===== src/rtl/ex_muldiv.sv =====
// Iterative RV32M multiply/divide unit for the EX stage: radix-2 shift-add / restoring divide.
// Latency 33 cycles from the start cycle (1 for divide special cases); stallreq holds the pipeline until ready.
module ex_muldiv #(
    parameter int XLEN = 32
) (
    input  logic            clk,
    input  logic            rst,
    input  logic            start,
    input  logic [2:0]      op,
    input  logic [XLEN-1:0] rs1,
    input  logic [XLEN-1:0] rs2,
    input  logic            annul,
    output logic [XLEN-1:0] result,
    output logic            ready,
    output logic            busy,
    output logic            stallreq
);
    localparam int CW = $clog2(XLEN);
    localparam logic [1:0] S_IDLE = 2'd0;
    localparam logic [1:0] S_CALC = 2'd1;
    localparam logic [1:0] S_DONE = 2'd2;
    localparam logic [XLEN-1:0] MINV = {1'b1, {(XLEN-1){1'b0}}};

    logic [1:0]        state;
    logic [CW-1:0]     count;
    logic [2:0]        op_q;
    logic              sa_q, sb_q;
    // Multiply: opa = shifting multiplicand, opb = shifting multiplier, acc = product.
    // Divide:   opa[XLEN-1:0] = divisor, acc = {remainder, dividend/quotient}.
    logic [2*XLEN-1:0] opa, acc, acc_nxt, prod_fix;
    logic [XLEN-1:0]   opb, quo, rmd, fin;
    logic [XLEN:0]     rem_sh, diff;

    logic              a_signed, b_signed, sa_in, sb_in, special;
    logic [XLEN-1:0]   a_mag, b_mag, sp_val;

    always_comb begin
        a_signed = (op == 3'b001) || (op == 3'b010) || (op == 3'b100) || (op == 3'b110);
        b_signed = (op == 3'b001) || (op == 3'b100) || (op == 3'b110);
        sa_in    = rs1[XLEN-1] & a_signed;
        sb_in    = rs2[XLEN-1] & b_signed;
        a_mag    = sa_in ? -rs1 : rs1;
        b_mag    = sb_in ? -rs2 : rs2;
        special  = op[2] && ((rs2 == '0) ||
                   (((op == 3'b100) || (op == 3'b110)) && (rs1 == MINV) && (rs2 == '1)));
        sp_val   = (rs2 == '0) ? (op[1] ? rs1 : '1) : (op[1] ? '0 : MINV);
    end

    always_comb begin
        rem_sh = acc[2*XLEN-1:XLEN-1];
        diff   = rem_sh - {1'b0, opa[XLEN-1:0]};
        if (op_q[2]) begin
            acc_nxt = diff[XLEN] ? {rem_sh[XLEN-1:0], acc[XLEN-2:0], 1'b0}
                                 : {diff[XLEN-1:0],   acc[XLEN-2:0], 1'b1};
        end else begin
            acc_nxt = acc + (opb[0] ? opa : '0);
        end
        quo      = acc_nxt[XLEN-1:0];
        rmd      = acc_nxt[2*XLEN-1:XLEN];
        prod_fix = (sa_q ^ sb_q) ? -acc_nxt : acc_nxt;
        case (op_q)
            3'b000:                 fin = acc_nxt[XLEN-1:0];
            3'b001, 3'b010, 3'b011: fin = prod_fix[2*XLEN-1:XLEN];
            3'b100, 3'b101:         fin = (sa_q ^ sb_q) ? -quo : quo;
            default:                fin = sa_q ? -rmd : rmd;
        endcase
    end

    always_ff @(posedge clk) begin
        if (rst) begin
            state  <= S_IDLE;
            count  <= '0;
            op_q   <= '0;
            sa_q   <= 1'b0;
            sb_q   <= 1'b0;
            opa    <= '0;
            opb    <= '0;
            acc    <= '0;
            result <= '0;
        end else if (annul) begin
            state <= S_IDLE;
            count <= '0;
        end else begin
            case (state)
                S_IDLE: begin
                    if (start) begin
                        op_q  <= op;
                        sa_q  <= sa_in;
                        sb_q  <= sb_in;
                        opa   <= {{XLEN{1'b0}}, op[2] ? b_mag : a_mag};
                        opb   <= b_mag;
                        acc   <= op[2] ? {{XLEN{1'b0}}, a_mag} : '0;
                        count <= '0;
                        if (special) begin
                            result <= sp_val;
                            state  <= S_DONE;
                        end else begin
                            state  <= S_CALC;
                        end
                    end
                end
                S_CALC: begin
                    acc   <= acc_nxt;
                    count <= count + 1'b1;
                    if (!op_q[2]) begin
                        opa <= opa << 1;
                        opb <= opb >> 1;
                    end
                    if (count == CW'(XLEN - 1)) begin
                        result <= fin;
                        state  <= S_DONE;
                    end
                end
                default: state <= S_IDLE;
            endcase
        end
    end

    assign ready    = (state == S_DONE) & ~annul;
    assign busy     = (state != S_IDLE);
    assign stallreq = start & ~ready & ~annul;
endmodule


===== config.mk =====
export PLATFORM = sky130hd
export DESIGN_NAME = ex_muldiv
export DESIGN_NICKNAME = d
export VERILOG_FILES = /design/src/rtl/ex_muldiv.sv
export SDC_FILE = /design/constraint.sdc
export NUM_CORES = 1
export LEC_CHECK = 0
export ABC_CLOCK_PERIOD_IN_PS = 8600
export BUFFER_PORTS_ARGS = -buffer_cell sky130_fd_sc_hd__buf_2
export CAP_MARGIN = 0
export CORE_ASPECT_RATIO = 1.75
export CORE_MARGIN = 5
export CORE_UTILIZATION = 45
export CTS_CLUSTER_DIAMETER = 60
export DETAILED_ROUTE_END_ITERATION = 10
export PLACE_DENSITY = 0.65
export SLEW_MARGIN = 30
export SYNTH_ARGS = -nofsm -noshare
export SYNTH_HDL_FRONTEND = slang
export SYNTH_SLANG_ARGS = --single-unit
export TNS_END_PERCENT = 100

===== constraint.sdc =====
create_clock -name clk -period 8.6 [get_ports clk]
set_clock_uncertainty 0.1 [all_clocks]
set_input_delay 0.86 -clock clk [delete_from_list [all_inputs] [get_ports clk]]
set_output_delay 0.86 -clock clk [all_outputs]
set_load 0.005 [all_outputs]

==> impl_metrics.ini, run 1 <==
[logic_synthesis]
netlist_area_sq_um = 22200
synth_area_leaders = dfxtp_1 (18%), a21oi_1 (6.9%), nor2_1 (6.4%), ha_1 (5.7%), nand2_1 (5.3%)
synth_edf_count = 0
syn_inst = 3173
synthArstFlopShare_pct = 0
yosysUniqueCellTypes = 120
synth_top_area_cell = dfxtp_1
yosysTopAreaCellShare_pct = 18.4
synth_seq_cells = 204
synth_flop_cell = dfxtp_1
syn_nets = 3348
syn_area_per_cell_sq_um = 7.00
ys_warn_count = 0
seq_area_frac_synth_pct = 18.4

[cts]
clockBufferDepth = 3
ctsHoldBuffers = 0
cts_tree = yes
insertion_delay_ns = 0.61
cts_resized = 0
root_buffer = clkbuf_16
cts.sinks = 204
cts_buffers = 26
cts_setup_buffers = 0
h-tree-depth = 1
clk_pin_slew_worst_paths_ns = 0.06

[place]
globalplace.congestion = 1.09
io_buffers = 105
dp_hpwl_um = 93600
placed_area_sq_um = 23100

[grt]
grt_pass1_wl_um = 173000
grt-ovfl-total = 0
grt_util_all_layers_pct = 43.3
antenna_found_initial = 10
grt_max_degree = 121
grt_pass1_vias = 24960

[status]
status = completed

[sta]
rsz0062_at_grt = false
finalHoldViolCount = 0
worst_pin_slew_ns = 1.15
finalSetupViolCount = 0
fmax_mhz = 146
fin_crit_sh_pct = 79.7
period_needed_ns = 6.85
maxSlewViolCount = 0
relSlewSlack_pct = 22.3
finalSetupTns_ns = 0

[routing]
via_per_inst = 6.94
final_antenna_net_count = 0
wl_per_cell_um = 31.9
vias = 26490
drt-initial-drc-count = 3205
drtPass1Iterations = 6
drc_errors = 0
routed_wl_um = 122000

[critical_path]
cp-end-kind = register
cp_slowest_cell = nor4_4
crit_chain = inv_1 > ha_1 > and3_1 > o2111ai_1 > a21oi_1 > a211oi_4 > a21oi_1 > ha_1 > and4_1 > and4_1 > o2111ai_2 > nor4_4 > nand4_1 > and4bb_1 > mux2i_1 > nor2_1 > o221ai_1 > a31oi_1
max_stage_delay_ns = 0.63
required_ns = 8.96
critical_path_peak_fanout = 9
arrival_ns = 7.21
worstSetupPathType = reg2reg
crit_path_start_kind = register

[flow_run]
drv_cap = 0

[final_layout]
final_cell_mix = nor2_1 (376), nand2_1 (311), a21oi_1 (303)
layout_commonest_cell = nor2_1
final_nets = 3315
finish.utilization_pct = 49.7
layout-drive-gt1-share_pct = 10.2
fin_area_sq_um = 24200
area.growth.synth_to_final_pct = 9.02

[min_path]
hp-class = reg2reg

[die]
ios = 106
die_h_um = 304
dieArea_sq_um = 54000
initial_core_util_pct = 45.5
coreArea_sq_um = 48700
num_rows = 107
die_x_um = 178

[pwr]
p_leak_uw = 0.00902
powerDensity_nw_per_um2 = 138
ir_drop_v = 0.000150
-- path summary, 6_finish.rpt --
path,startpoint,endpoint,slack (ns),cells after the start
worst max register to register,opa[14],result[22],1.75,18
worst max-delay path,opa[14],result[22],1.75,18
worst min-delay path,result[17],result[17],0.36,2
worst min register to register,result[17],result[17],0.36,2
-- sequential cells by signal, summed over array words and instances (netlist names) --
register	flops
sa_q	1
count	5
opa	64
opb	32
acc	64
sb_q	1
result	32
op_q	3
state	2
-- metal layers --
metal,vias up,GRT usage [%],wire [um]
li1,11664,-,-
met1,12493,44.2,39500
met2,1682,70.8,56400
met3,649,8.72,9560
met4,2,43.5,16400
met5,-,0,13
-- logic make-up (layout without fill, tap and decap cells) --
kind of cell               count (synthesis)  in the layout  synth area share (%)
muxes                                     62             62                  2.95
and+or+nand+nor                         1235           1235                  27.3
xor gates and xnor gates                 187            187                  7.38
AOI/OAI and AO/OA                       1092           1092                  32.7
other                                      0              5                     0
DFF                                      204            204                  18.4
buffers and inverters                    289            276                  5.29
adders and majority gates                104            104                  5.93
-- power by group --
group,leakage (uW),total [uW],internal [uW],switching (uW)
logic,0.00690,1030,306,720
clock network,0.000460,1260,742,522
registers,0.00166,1050,983,64.2
-- metrics by stage --
step / total power (uW) / hold WS (ns) / setup slack [ns] / std cells
detailed placement: 2030 / 0.350 / 2.09 / 3764
global placement: 2020 / 0.348 / 2.00 / 3764
floorplan: 1650 / 0.332 / 3.55 / 3173
finish: 3340 / 0.358 / 1.75 / 3819
global route: 3400 / 0.388 / 1.69 / 3815
CTS: 3270 / 0.360 / 2.09 / 3812
-- cell type report --
type / instances / area [sq um]
fill: 5098 / 24500
inverter: 73 / 274
tap: 654 / 818
clock buffer: 35 / 714
clock inverter: 13 / 229
multi-input combinational: 2680 / 17100
sequential: 204 / 4090
timing repair buffer: 155 / 955
antenna: 5 / 12.5
-- synthesized netlist by cell type, types with 84 or more instances --
| cell | instances |
|---|---|
| o21ai_0 | 190 |
| nand2_1 | 312 |
| a211oi_1 | 109 |
| a21oi_1 | 305 |
| xor2_1 | 84 |
| xnor2_1 | 103 |
| clkbuf_1 | 146 |
| nor2_1 | 378 |
| nor3_1 | 94 |
| dfxtp_1 | 204 |
| ha_1 | 102 |
| nand3_1 | 86 |
-- worst max-delay path, delay by kind of cell, from the launching register on --
family,cells,cell delay [ns]
compound gates,7,2.08
fa+ha+maj,2,0.85
simple gates,7,2.70
mux,1,0.22
flops,1,0.51
buf+inv,1,0.22
No activity file was read; power rests on OpenSTA's default activity.
==> inputs of run 2 (changes only) <==
- ABC_CLOCK_PERIOD_IN_PS: 8600 -> 5700
- PLACE_DENSITY: 0.65 -> 0.68
- clock period: 8.6 -> 5.7 ns (I/O delays scaled with it)
==> impl_metrics.ini, run 2 (synthesis gave the netlist of run 1 again) <==
[grt]
antenna_found_initial = 3
grt_pass1_vias = 26325
grt-ovfl-total = 0
grt_util_all_layers_pct = 43.3
grt_max_degree = 120
grt_pass1_wl_um = 175000

[place]
dp_hpwl_um = 95100
globalplace.congestion = 1.19
io_buffers = 105
dp.cells = 3945

[die]
dieArea_sq_um = 54000
num_rows = 107
coreArea_sq_um = 48700
initial_core_util_pct = 45.5
die_x_um = 178
die_h_um = 304
ios = 106

[cts]
insertion_delay_ns = 0.59
cts_tree = yes
h-tree-depth = 1
clk_pin_slew_worst_paths_ns = 0.07
ctsHoldBuffers = 0
cts_buffers = 25
root_buffer = clkbuf_16
clockBufferDepth = 3
cts_setup_buffers = 0
cts.sinks = 204

[critical_path]
worstSetupPathType = reg2reg
critical_path_peak_fanout = 19
reg2reg_depth = 19
rr_endpoint = result[29]
crit_path_start_kind = register
required_ns = 6.09
cp-end-kind = register
arrival_ns = 6.04
reg2reg_from = opa[15]
r2r_setup_slack_ns = 0.05

[status]
status = completed

[sta]
finalSetupTns_ns = 0
worst_pin_slew_ns = 1.25
fmax_mhz = 177
period_needed_ns = 5.65
relSlewSlack_pct = 16.0
fin_crit_sh_pct = 99.1
finalSetupViolCount = 0
finalHoldViolCount = 0
maxSlewViolCount = 0
fin_hold_ws_ns = 0.208

[routing]
drc_errors = 0
via_per_inst = 6.87
drt-initial-drc-count = 3396
drtPass1Iterations = 8
wl_per_cell_um = 30.5
final_antenna_net_count = 0
routed_wl_um = 122000
vias = 27448

[pwr]
ir_drop_v = 0.000279
powerDensity_nw_per_um2 = 196
p_leak_uw = 0.00989

[final_layout]
final_cell_mix = nor2_1 (376), nand2_1 (312), a21oi_1 (300)
final_cells = 3995
layout-drive-gt1-share_pct = 15.4
area.growth.synth_to_final_pct = 15.0
top_regs = acc: 64 flops, opa: 64 flops
finish.utilization_pct = 52.4
layout_commonest_cell = nor2_1
final_nets = 3493

[min_path]
hold_depth = 3
min_to = op_q[0]
worstHoldStart = op[0]
hp-class = in2reg

[flow_run]
drv_cap = 0
[run 2: cell count changes in the layout (fill, tap and decap cells not counted), sizes merged]
cell,change
clkbuf,-5
clkinv,+4
inv,-3
buf,+179
bufinv,-2
clkinvlp,+3
[run 2: through the flow]
step	power, uW	cell area [sq um]	setup slack [ns]
global route	5100	25500	-0.0109
floorplan	2480	22200	0.647
global placement	3140	24500	0.0288
finish	5000	25500	0.0511
CTS	4900	25400	0.169
detailed placement	3160	24500	0.0238
[run 2: layer usage]
metal  routed length (um)  vias to the layer above  track usage [%]
met2                55700                     1821             70.6
met3                 9920                      739             9.94
met1                38100                    12835             42.0
met5                   13                        -           0.0926
li1                     -                    12051                -
met4                18300                        2             47.8
[run 2: what timing repair did]
action,in CTS,in global routing
resized for setup,1,24
setup endpoints to repair,1,20
gates cloned,0,0
[run 2: worst max path at each step]
stage                 start  depth (start not counted)          to
finish              opa[15]                         19  result[29]
global route         opb[0]                         20  result[15]
CTS                 opa[22]                         20   result[6]
detailed placement  opa[22]                         20   result[6]
global placement    opa[22]                         20   result[6]
floorplan           acc[31]                         23  result[22]
[run 2: final cells by class]
class | count | area (sq um)
sequential | 204 | 4090
multi-input combinational | 2680 | 17200
timing repair buffer | 334 | 2290
inverter | 73 | 274
clock buffer | 30 | 674
antenna | 5 | 12.5
tap | 654 | 818
clock inverter | 15 | 203
fill | 4952 | 23200
[run 2: worst max-delay path, stage by stage (launching register included)]
cell and delay (ns):
dfxtp_1 0.52, inv_1 0.22, ha_1 0.43, a21oi_1 0.31, o21ai_0 0.21, a31oi_2 0.30
a21oi_1 0.18, a211o_1 0.39, buf_4 0.27, a21oi_2 0.16, o31ai_1 0.09, buf_4 0.19
a211oi_4 0.56, and4b_1 0.37, nand4_1 0.22, o41ai_2 0.43, buf_4 0.20, xnor2_1 0.11
a21oi_1 0.08, o22a_1 0.20
[run 2: where the power goes]
part / switching, uW / total, uW / internal [uW]
sequential: 81.0 / 1560 / 1480
clock: 769 / 1760 / 996
combinational: 1140 / 1670 / 539
total: 1980 / 5000 / 3020
